==> src/rtl/out_seq_nbuf.sv <==
// Output drain sequencer: captures finished pixels into NBUF accumulator
// banks and drains them one channel per beat, with oa = oc*os + wi.
//
// state    | meaning
// ---------+--------------------------------------------------------
// ST_IDLE  | no bank being drained; outr low
// ST_DRAIN | presenting beats from bank rd_ptr, channel oc; outr high
module out_seq_nbuf #(
    parameter int CW   = 4,
    parameter int PW   = 10,
    parameter int AW   = 12,
    parameter int NBUF = 2,
    localparam int BW  = (NBUF > 1) ? $clog2(NBUF) : 1
) (
    input  logic          clk_i,
    input  logic          rst_ni,
    input  logic          s_init_i,
    input  logic          k_fin_i,
    input  logic [CW-1:0] od_i,
    input  logic [PW-1:0] os_i,
    output logic          out_busy_o,
    output logic          update_o,
    output logic [BW-1:0] upd_bank_o,
    output logic          outr_o,
    input  logic          out_ready_i,
    output logic [BW-1:0] out_bank_o,
    output logic [CW-1:0] oc_o,
    output logic [AW-1:0] oa_o,
    output logic          done_o,
    output logic          ovf_o
);

    localparam int CNTW = $clog2(NBUF + 1);
    localparam int MW   = CW + PW;

    typedef enum logic {
        ST_IDLE  = 1'b0,
        ST_DRAIN = 1'b1
    } state_t;

    state_t          state_q, state_d;
    logic [CNTW-1:0] cnt_q, cnt_d;
    logic [BW-1:0]   wr_ptr_q, wr_ptr_d;
    logic [BW-1:0]   rd_ptr_q, rd_ptr_d;
    logic [PW-1:0]   wi_q, wi_d;
    logic [CW-1:0]   oc_q, oc_d;
    logic            ovf_q, ovf_d;
    logic            update_q, update_d;
    logic [BW-1:0]   upd_bank_q, upd_bank_d;
    logic            done_q, done_d;

    logic            full;
    logic            beat;
    logic            pix_done;
    logic            wi_last;
    logic            take;
    logic [MW-1:0]   oa_full;

    // Bank pointers wrap at NBUF, which need not be a power of two.
    function automatic logic [BW-1:0] ptr_inc(input logic [BW-1:0] p);
        if (p == BW'(NBUF - 1)) begin
            return '0;
        end
        return p + BW'(1);
    endfunction

    assign full     = (cnt_q == CNTW'(NBUF));
    assign beat     = (state_q == ST_DRAIN) && out_ready_i;
    assign pix_done = beat && (oc_q == od_i);
    assign wi_last  = (wi_q >= os_i - PW'(1));
    // s_init empties the banks first, so a coincident k_fin always fits.
    assign take     = k_fin_i && (s_init_i || !full);

    // State register and all sequencer bookkeeping.
    always_ff @(posedge clk_i or negedge rst_ni) begin
        if (!rst_ni) begin
            state_q    <= ST_IDLE;
            cnt_q      <= '0;
            wr_ptr_q   <= '0;
            rd_ptr_q   <= '0;
            wi_q       <= '0;
            oc_q       <= '0;
            ovf_q      <= 1'b0;
            update_q   <= 1'b0;
            upd_bank_q <= '0;
            done_q     <= 1'b0;
        end else begin
            state_q    <= state_d;
            cnt_q      <= cnt_d;
            wr_ptr_q   <= wr_ptr_d;
            rd_ptr_q   <= rd_ptr_d;
            wi_q       <= wi_d;
            oc_q       <= oc_d;
            ovf_q      <= ovf_d;
            update_q   <= update_d;
            upd_bank_q <= upd_bank_d;
            done_q     <= done_d;
        end
    end

    // Bank occupancy, pointers, channel/pixel counters and event pulses.
    always_comb begin
        cnt_d      = cnt_q;
        wr_ptr_d   = wr_ptr_q;
        rd_ptr_d   = rd_ptr_q;
        oc_d       = oc_q;
        wi_d       = wi_q;
        ovf_d      = ovf_q;
        update_d   = 1'b0;
        upd_bank_d = upd_bank_q;
        done_d     = 1'b0;

        if (s_init_i) begin
            cnt_d    = '0;
            wr_ptr_d = '0;
            rd_ptr_d = '0;
            oc_d     = '0;
            wi_d     = '0;
            ovf_d    = 1'b0;
        end else begin
            if (k_fin_i && full) begin
                ovf_d = 1'b1;
            end
            if (pix_done) begin
                rd_ptr_d = ptr_inc(rd_ptr_q);
                cnt_d    = cnt_q - CNTW'(1);
                oc_d     = '0;
                if (wi_last) begin
                    wi_d   = '0;
                    done_d = 1'b1;
                end else begin
                    wi_d = wi_q + PW'(1);
                end
            end else if (beat) begin
                oc_d = oc_q + CW'(1);
            end
        end

        // Capture is layered on top so that capture and completion in the
        // same cycle leave the occupancy unchanged while both pointers move.
        if (take) begin
            update_d   = 1'b1;
            upd_bank_d = wr_ptr_d;
            wr_ptr_d   = ptr_inc(wr_ptr_d);
            cnt_d      = cnt_d + CNTW'(1);
        end
    end

    // Next-state logic: start draining once a bank is held, stop when empty.
    always_comb begin
        state_d = state_q;
        case (state_q)
            ST_IDLE: begin
                if (!s_init_i && (cnt_q != '0)) begin
                    state_d = ST_DRAIN;
                end
            end
            ST_DRAIN: begin
                if (s_init_i || (pix_done && (cnt_d == '0))) begin
                    state_d = ST_IDLE;
                end
            end
            default: state_d = ST_IDLE;
        endcase
    end

    assign oa_full = MW'(oc_q) * MW'(os_i) + MW'(wi_q);

    assign out_busy_o = full;
    assign update_o   = update_q;
    assign upd_bank_o = upd_bank_q;
    assign outr_o     = (state_q == ST_DRAIN);
    assign out_bank_o = rd_ptr_q;
    assign oc_o       = oc_q;
    assign oa_o       = AW'(oa_full);
    assign done_o     = done_q;
    assign ovf_o      = ovf_q;

endmodule
==> config.mk <==
export PLATFORM = sky130hd
export DESIGN_NAME = out_seq_nbuf
export DESIGN_NICKNAME = d
export VERILOG_FILES = /design/src/rtl/out_seq_nbuf.sv
export SDC_FILE = /design/constraint.sdc
export NUM_CORES = 1
export LEC_CHECK = 0
export ABC_CLOCK_PERIOD_IN_PS = 5200
export CAP_MARGIN = 20
export CORE_AREA = 2 2 79 81
export CTS_BUF_LIST = sky130_fd_sc_hd__clkbuf_4 sky130_fd_sc_hd__clkbuf_8 sky130_fd_sc_hd__clkbuf_16
export CTS_CLUSTER_DIAMETER = 40
export DETAILED_ROUTE_END_ITERATION = 16
export DIE_AREA = 0 0 81 83
export HOLD_SLACK_MARGIN = 0.02
export PLACE_DENSITY = 0.77
export RECOVER_POWER = 50
export SYNTH_ARGS = -nofsm -noshare
export SYNTH_HDL_FRONTEND = slang
export SYNTH_SLANG_ARGS = --single-unit
==> constraint.sdc <==
create_clock -name clk_i -period 5.2 [get_ports clk_i]
set_input_delay 1.04 -clock clk_i [delete_from_list [all_inputs] [get_ports clk_i]]
set_output_delay 1.04 -clock clk_i [all_outputs]
set_load 0.005 [all_outputs]
# After elaboration in Yosys (flattened, before gate mapping)

Index checks and enable logic that the tools add are counted.
Widths: inputs -> output; s select.

Add/subtract/negate cells: 8
$mul: 1
Order comparisons: 1
Equal/unequal tests: 2
Mux-type cells: 31
Bitwise operators: 1
Reductions and logical operators: 15

Operators with widths:

| operator              | number |
|---|---|
| $mux 10               | 3 |
| $mux 1                | 21 |
| $add 12x10->12        | 1 |
| $mul 4x10->12         | 1 |
| $mux 4                | 3 |
| $add 10x1->10 const B | 1 |
| $ge 10x10->1          | 1 |
| $sub 10x1->10 const B | 1 |
| $logic_and 1x1->1     | 6 |
| $mux 2                | 3 |
| $reduce_bool 2->1     | 3 |
| $add 4x1->4 const B   | 1 |
| $eq 4x4->1            | 1 |
| $reduce_bool 3->1     | 1 |
| $add 1x1->1 const B   | 2 |
| $add 2x1->2 const B   | 1 |
| $eq 2x2->1 const B    | 1 |
| $logic_not 1->1       | 2 |
| $logic_not 2->1       | 1 |
| $logic_or 1x1->1      | 2 |
| $pmux 1 s2            | 1 |
| $sub 2x1->2 const B   | 1 |
| $not 1->1             | 1 |

Bits in registers: 23
Output and inout port bits: 23
Word-level logic and storage cells: 69

# Logic depth before layout (Yosys ltp)

Gate-level depths: netlist of the first run.

Depth in word-level cells: 11
Gate-level depth with buffers: 15
Depth with buffers taken out: 14

# Worst setup path before layout of the first run

Ideal clock, no wire load.

Path kind: input to output
From: input port os_i[1]
To: output port oa_o[10]
Arrival: 4.305 ns
Path slack: -0.145 ns
Cell stages on the path: 13
Path buffers: 1
Cells stage by stage: clkbuf_1 and2_1 fa_1 fa_1 inv_1 fa_1 inv_1 ha_1 o21a_1 a2111oi_0 o21bai_1 a21oi_1 xnor2_1

Longest elaborated chain between the ends: 2

Ends and longest elaborated chain:

| item               | line | source |
|---|---|---|
| start: declaration | 20   | `input logic [PW-1:0] os_i,` |
| $mul 4x10->12      | 167  | `assign oa_full = MW'(oc_q) * MW'(os_i) + MW'(wi_q);` |
| $add 12x10->12     | 167  |  |
| end: declaration   | 28   | `output logic [AW-1:0] oa_o,` |

No other way between the ends.

# Final worst setup path of the first run

From: input port os_i[2]
To: output port oa_o[10]

The elaborated chain is that of the path after synthesis.

==> flow_summary.ini, run 1 <==
[run_status]
status = finished with violations
violations = setup timing

[global_routing]
grt_overflow = 0
grt_usage_pct = 21.31
grt_pass1_vias = 2615
grt_pass1_wl_um = 11610
grt.met2_usage_pct = 37.64
use_met3_pct = 2.717
grt_max_degree = 24
grt_util_met1_pct = 26.79
busiest_layer = met2
grt_antenna_before_repair = 0

[synthesis]
synth_edf_count = 0
seq_area_frac_synth_pct = 19.83
ys_seq_elements = 23
syn_inst = 341
ys_async_sr_fraction_pct = 100.0
synth_nets = 416
yosys.area.top_type = dfrtp_1
synth_top_area_share_pct = 19.83
synth_warnings = 0
synth_cell_types = 43
synth.area.top_cells = dfrtp_1, fa_1, ha_1
netlist_area_um2 = 2903
avgSynthCellArea_um2 = 8.513
synth-main-ff-cell = dfrtp_1

[clocking]
clk_path_buf_depth = 2
cts_hold_buf = 0
htreeDepth = 1
clk_pin_slew_ps = 80
cts_tree = built
cts_buffers = 3
clock_sinks = 23
clock_latency_ps = 260
root_buffer = clkbuf_8

[timing]
setup_violations = 2
fin_crit_sh_pct = 100.5
clock-skew-final_ps = 2.215
fmax_mhz = 191.4
slew_viol_final = 0
setup_ws_ps = -23.91
tightest_slew_ps = 1095
period_minus_slack_ps = 5224
rsz0062_at_grt = true
hold_viol_final = 0
fin_hold_ws_ps = 497.0
slew_headroom_pct = 27.03

[power]
power_density_nw_per_um2 = 124.8
ir_drop_uv = 108.3
p_leak_nw = 1.849

[final_layout]
final_cells = 486
multi_input_area_um2 = 2301
final_cell_mix = inv_1, nand2_1, buf_4
fin_nets = 487
fill_cells = 470
seqCellArea_um2 = 575.6
drive_above_1_share_pct = 21.41
layout_commonest_cell = inv_1
antennaDiodeCount = 0
areaGrowthSynthToFinish_pct = 33.10

[routing]
detail_route.wl_per_cell_um = 14.27
routed_via_density = 5.298
vias = 2575
first_pass_iters = 5
drc = 0
wirelength_um = 6935
ant_nets = 0
drtIter0Drc = 125

[floorplan]
num_rows = 28
die_width_um = 81
num_io_pins = 42
fp.dieH_um = 83
core-area_um2 = 5816
start_util_pct = 49.91
die_area_um2 = 6723

[worst_setup_path]
r2r-end = wi_q[6]
worst-endpoint-arrival_ps = 4180
crit_path_top_delay_cell = fa_2
cp-start-kind = primary input
r2r_slack_ps = 2710
path_class = primary input to output pin
worst-path-buf-inv = 4
crit_required_ps = 4160
critPathCaptureType = output pin
cp_max_fo = 4
crit_path_max_incr_delay_ps = 590
r2r-start = oc_o[1]
cp.depth = 14
ff2ff_path_depth = 7
crit_family = adder cells
worstPathCellList = buf_2, nand2_1, fa_1, fa_2, fa_1, inv_2, ha_4, inv_2, o21ai_4, a2111oi_4, o21bai_1, a21oi_1, xnor2_1, buf_2
startpoint = os_i[2]
setup.worst_path.end = oa_o[10]

[place]
dpl.cell_count = 476
dp.final_hpwl_um = 5111
portBuffers = 41
place.gp.congestion = 0.8353

[job]
drv_cap = 0

[min_path]
hold_path.class = register to register
==> where the power goes <==
group	internal (mW)	switching, mW	leakage, nW	total, mW
clock	0.0598	0.0546	0.0262	0.114
sequential	0.189	0.00863	0.311	0.197
combinational	0.0889	0.0814	1.51	0.170
==> cells by family after synthesis <==
kind of cell	Yosys count	share of synthesized area [%]
simple gates	117	19.91
fa+ha+maj	56	30.34
xor+xnor	32	9.655
mux	3	1.078
buf+inv	62	8.362
flops	23	19.83
compound gates	48	10.82
==> routing by layer <==
layer,part of all wire (%),vias up
met5,0,-
met4,2.7,0
met3,2.6,18
met2,52,58
met1,42,1240
li1,-,1259
==> worst reg2reg max path, delay by kind of cell, from the launching register on <==
| kind | cells | cell delay (ps) |
|---|---|---|
| buf+inv | 1 | 220 |
| compound gates | 2 | 270 |
| xor+xnor | 1 | 160 |
| flops | 1 | 470 |
| simple gates | 3 | 1260 |
==> synth_stat cells, types with 2 or more instances <==
master / instances
a31oi_1: 9
and2_1: 23
xnor2_1: 22
inv_1: 50
o22ai_1: 2
buf_2: 2
clkbuf_1: 7
nand4_1: 4
nor2_1: 18
o21a_1: 3
nand2_1: 36
ha_1: 32
dfrtp_1: 23
o211ai_1: 2
o21ai_1: 4
o21ai_0: 3
xor2_1: 10
o21bai_1: 4
a21oi_1: 14
mux2i_1: 2
nor4_1: 2
fa_1: 24
nor3_1: 10
nand3_1: 12
nor2b_1: 2
nand2b_1: 2
or3_1: 3
==> registers in the layout, indices dropped and copies added (netlist names) <==
name        flops
outr_o          1
wi_q           10
oc_o            4
wr_ptr_q        1
done_o          1
cnt_q           2
out_bank_o      1
ovf_o           1
upd_bank_o      1
update_o        1
==> area by class of cell <==
class | count | area share [%]
multi-input combinational | 256 | 59.55
sequential | 23 | 14.90
tap | 75 | 2.429
timing repair buffer | 77 | 16.90
clock buffer | 4 | 1.263
inverter | 51 | 4.955
==> how the worst min path moves through the flow <==
stage	from	cells after the start	end
global placement	ovf_o	2	ovf_o
CTS	ovf_o	2	ovf_o
detailed placement	ovf_o	2	ovf_o
finish	ovf_o	2	ovf_o
floorplan	wi_q[9]	1	wi_q[9]
global route	upd_bank_o	1	upd_bank_o
==> what timing repair did <==
action	in CTS	in global routing
endpoints found under the hold margin	0	0
setup endpoints to repair	9	7
resized for setup	71	26
pin swaps	28	24
buffers inserted	3	2
==> metrics by stage <==
stage	worst slack, ps	power (mW)	TNS (ps)	cell area, um^2	util, %
2_1_floorplan	6.631	0.2844	0	2914	-
3_3_place_gp	-960.5	0.3570	-5553	3590	61.73
3_5_place_dp	-1051	0.3630	-5998	3590	61.73
4_1_cts	-93.49	0.4825	-166.9	3764	64.72
5_1_grt	-174.3	0.5158	-401.9	3864	66.44
6_report	-23.91	0.4821	-27.34	3864	66.44
No activity file was read; power rests on OpenSTA's default activity.
==> run 2: changes to the inputs <==
--- a/config.mk
+++ b/config.mk
@@ -15,6 +15,7 @@
 export HOLD_SLACK_MARGIN = 0.02
 export PLACE_DENSITY = 0.77
 export RECOVER_POWER = 50
+export SLEW_MARGIN = 10
 export SYNTH_ARGS = -nofsm -noshare
 export SYNTH_HDL_FRONTEND = slang
 export SYNTH_SLANG_ARGS = --single-unit
==> run 2 against run 1 <==
The run still ends with setup timing left; final cell count is the same; largest power group unchanged; routed wire length is essentially flat; non-clock buffer count is the same; global-route usage is the same; power is essentially flat; critical path depth is the same; sequential share of layout area is the same; die area is the same; setup slack lost 6.2 ps; via count shrank 0.50%; highest routed layer unchanged; register-to-register slack is essentially flat; critical endpoint unchanged; combinational power is essentially flat.
==> flow_summary.ini, run 2 (synthesis gave the netlist of run 1 again) <==
[min_path]
whs_endpoint = ovf_o
hold_path.class = register to register
hold_depth = 2
worstHoldStart = ovf_o

[timing]
slew_headroom_pct = 45.04
tightest_slew_ps = 815.7
fmax_mhz = 191.2
rsz0062_at_grt = true
slew_viol_final = 0
period_minus_slack_ps = 5230
setup_violations = 2
setup_ws_ps = -30.14
fin_crit_sh_pct = 100.6
fin_setup_tns_ps = -31.08
clock-skew-final_ps = 2.265
hold_viol_final = 0

[routing]
first_pass_iters = 4
wirelength_um = 6940
vias = 2562
ant_nets = 0
drtIter0Drc = 140
drc = 0
detail_route.wl_per_cell_um = 14.28
routed_via_density = 5.272

[clocking]
cts_hold_buf = 0
root_buffer = clkbuf_8
cts_tree = built
htreeDepth = 1
clk_pin_slew_ps = 80
clock_latency_ps = 260
cts_buffers = 3
clk_path_buf_depth = 2
clock_sinks = 23

[power]
p_leak_nw = 1.849
swShare_pct = 30.03
power_density_nw_per_um2 = 124.8
p_int_mw = 0.3375
ir_drop_uv = 108.6
power_frac_comb_pct = 35.3
p_seq_share_pct = 40.9
p_sw_mw = 0.1448
p_clk_share_pct = 23.8

[final_layout]
fin_nets = 487
antennaDiodeCount = 0
drive_above_1_share_pct = 21.41
final_cell_mix = inv_1, nand2_1, buf_4
layout_commonest_cell = inv_1
top_register = wi_q
largest_reg_flops = 10
areaGrowthSynthToFinish_pct = 33.10
final_cells = 486

[worst_setup_path]
r2r-end = wi_q[6]
critPathCaptureType = output pin
r2r_slack_ps = 2720
worst-endpoint-arrival_ps = 4190
path_class = primary input to output pin
worstPathCellList = buf_2, nand2_1, fa_1, fa_2, fa_1, inv_2, ha_4, inv_2, o21ai_4, a2111oi_4, o21bai_1, a21oi_1, xnor2_1, buf_2
crit_path_max_incr_delay_ps = 590
crit_required_ps = 4160
cp-start-kind = primary input
crit_path_top_delay_cell = fa_2
cp_max_fo = 4
ff2ff_path_depth = 7
r2r-start = oc_o[1]

[floorplan]
fp.dieH_um = 83
num_io_pins = 42
die_width_um = 81
core-area_um2 = 5816
start_util_pct = 49.91
die_area_um2 = 6723
num_rows = 28

[global_routing]
grt_pass1_wl_um = 11610
grt_max_degree = 24
grt_pass1_vias = 2615
grt_usage_pct = 21.31
grt_overflow = 0
grt_antenna_before_repair = 0

[run_status]
status = finished with violations
violations = setup timing

[place]
portBuffers = 41
dpl.cell_count = 476
dp.final_hpwl_um = 5111
place.gp.congestion = 0.8353

[job]
drv_cap = 0
-- run 2: final cells by class --
class,instances,area (um^2)
Tap cell,75,93.84
Inverter,51,191.4
Fill cell,472,1952
Clock buffer,4,48.80
Timing Repair Buffer,77,653.1
Sequential cell,23,575.6
Multi-Input combinational cell,256,2301
-- run 2: what timing repair did --
action | 4_1_cts | 5_1_grt
buffers inserted | 3 | 2
gates cloned | 0 | 0
gates resized for setup | 71 | 26
pin swaps | 28 | 24
endpoints found under the setup margin | 9 | 7
-- run 2: stage by stage --
| stage | cell area [um^2] | worst slack [ps] | total power, mW | hold slack [ps] | util, % |
|---|---|---|---|---|---|
| finish | 3864 | -30.14 | 0.4823 | 499.5 | 66.44 |
| detailed placement | 3590 | -1051 | 0.3630 | 490.3 | 61.73 |
| global placement | 3590 | -960.5 | 0.3570 | 475.4 | 61.73 |
| floorplan | 2914 | 6.631 | 0.2844 | 478.2 | - |
| CTS | 3764 | -93.49 | 0.4825 | 508.4 | 64.72 |
| global route | 3864 | -174.3 | 0.5156 | 543.7 | 66.44 |
-- run 2: power by group through the flow --
stage / combinational, mW / clock [mW] / sequential (mW)
4_1_cts: 0.167 / 0.118 / 0.197
5_1_grt: 0.190 / 0.126 / 0.200
3_5_place_dp: 0.162 / 0 / 0.201
6_report: 0.170 / 0.115 / 0.197
3_3_place_gp: 0.157 / 0 / 0.200
2_1_floorplan: 0.0851 / 0 / 0.199
-- run 2: worst max-delay path, delay by kind of cell --
| family | cells | cell delay (ps) |
|---|---|---|
| adder cells (fa/ha/maj) | 4 | 1760 |
| AO/OA/AOI/OAI | 4 | 710 |
| buffers and inverters | 4 | 430 |
| XOR/XNOR | 1 | 140 |
| AND/OR/NAND/NOR | 1 | 110 |
-- run 2: how the worst max path moves through the flow --
stage,start,end,cells after the start
3_3_place_gp,os_i[2],oa_o[10],14
5_1_grt,os_i[3],oa_o[11],15
2_1_floorplan,os_i[1],oa_o[10],13
6_report,os_i[2],oa_o[10],14
4_1_cts,os_i[1],oa_o[10],17
3_5_place_dp,os_i[3],oa_o[10],15
-- run 2: layer usage --
metal	up-vias	wire length [um]	GRT usage, %
met5	-	0	0
met4	0	189	6.009
met3	18	245	2.717
met2	70	3584	37.64
met1	1215	2922	26.79
li1	1259	-	-
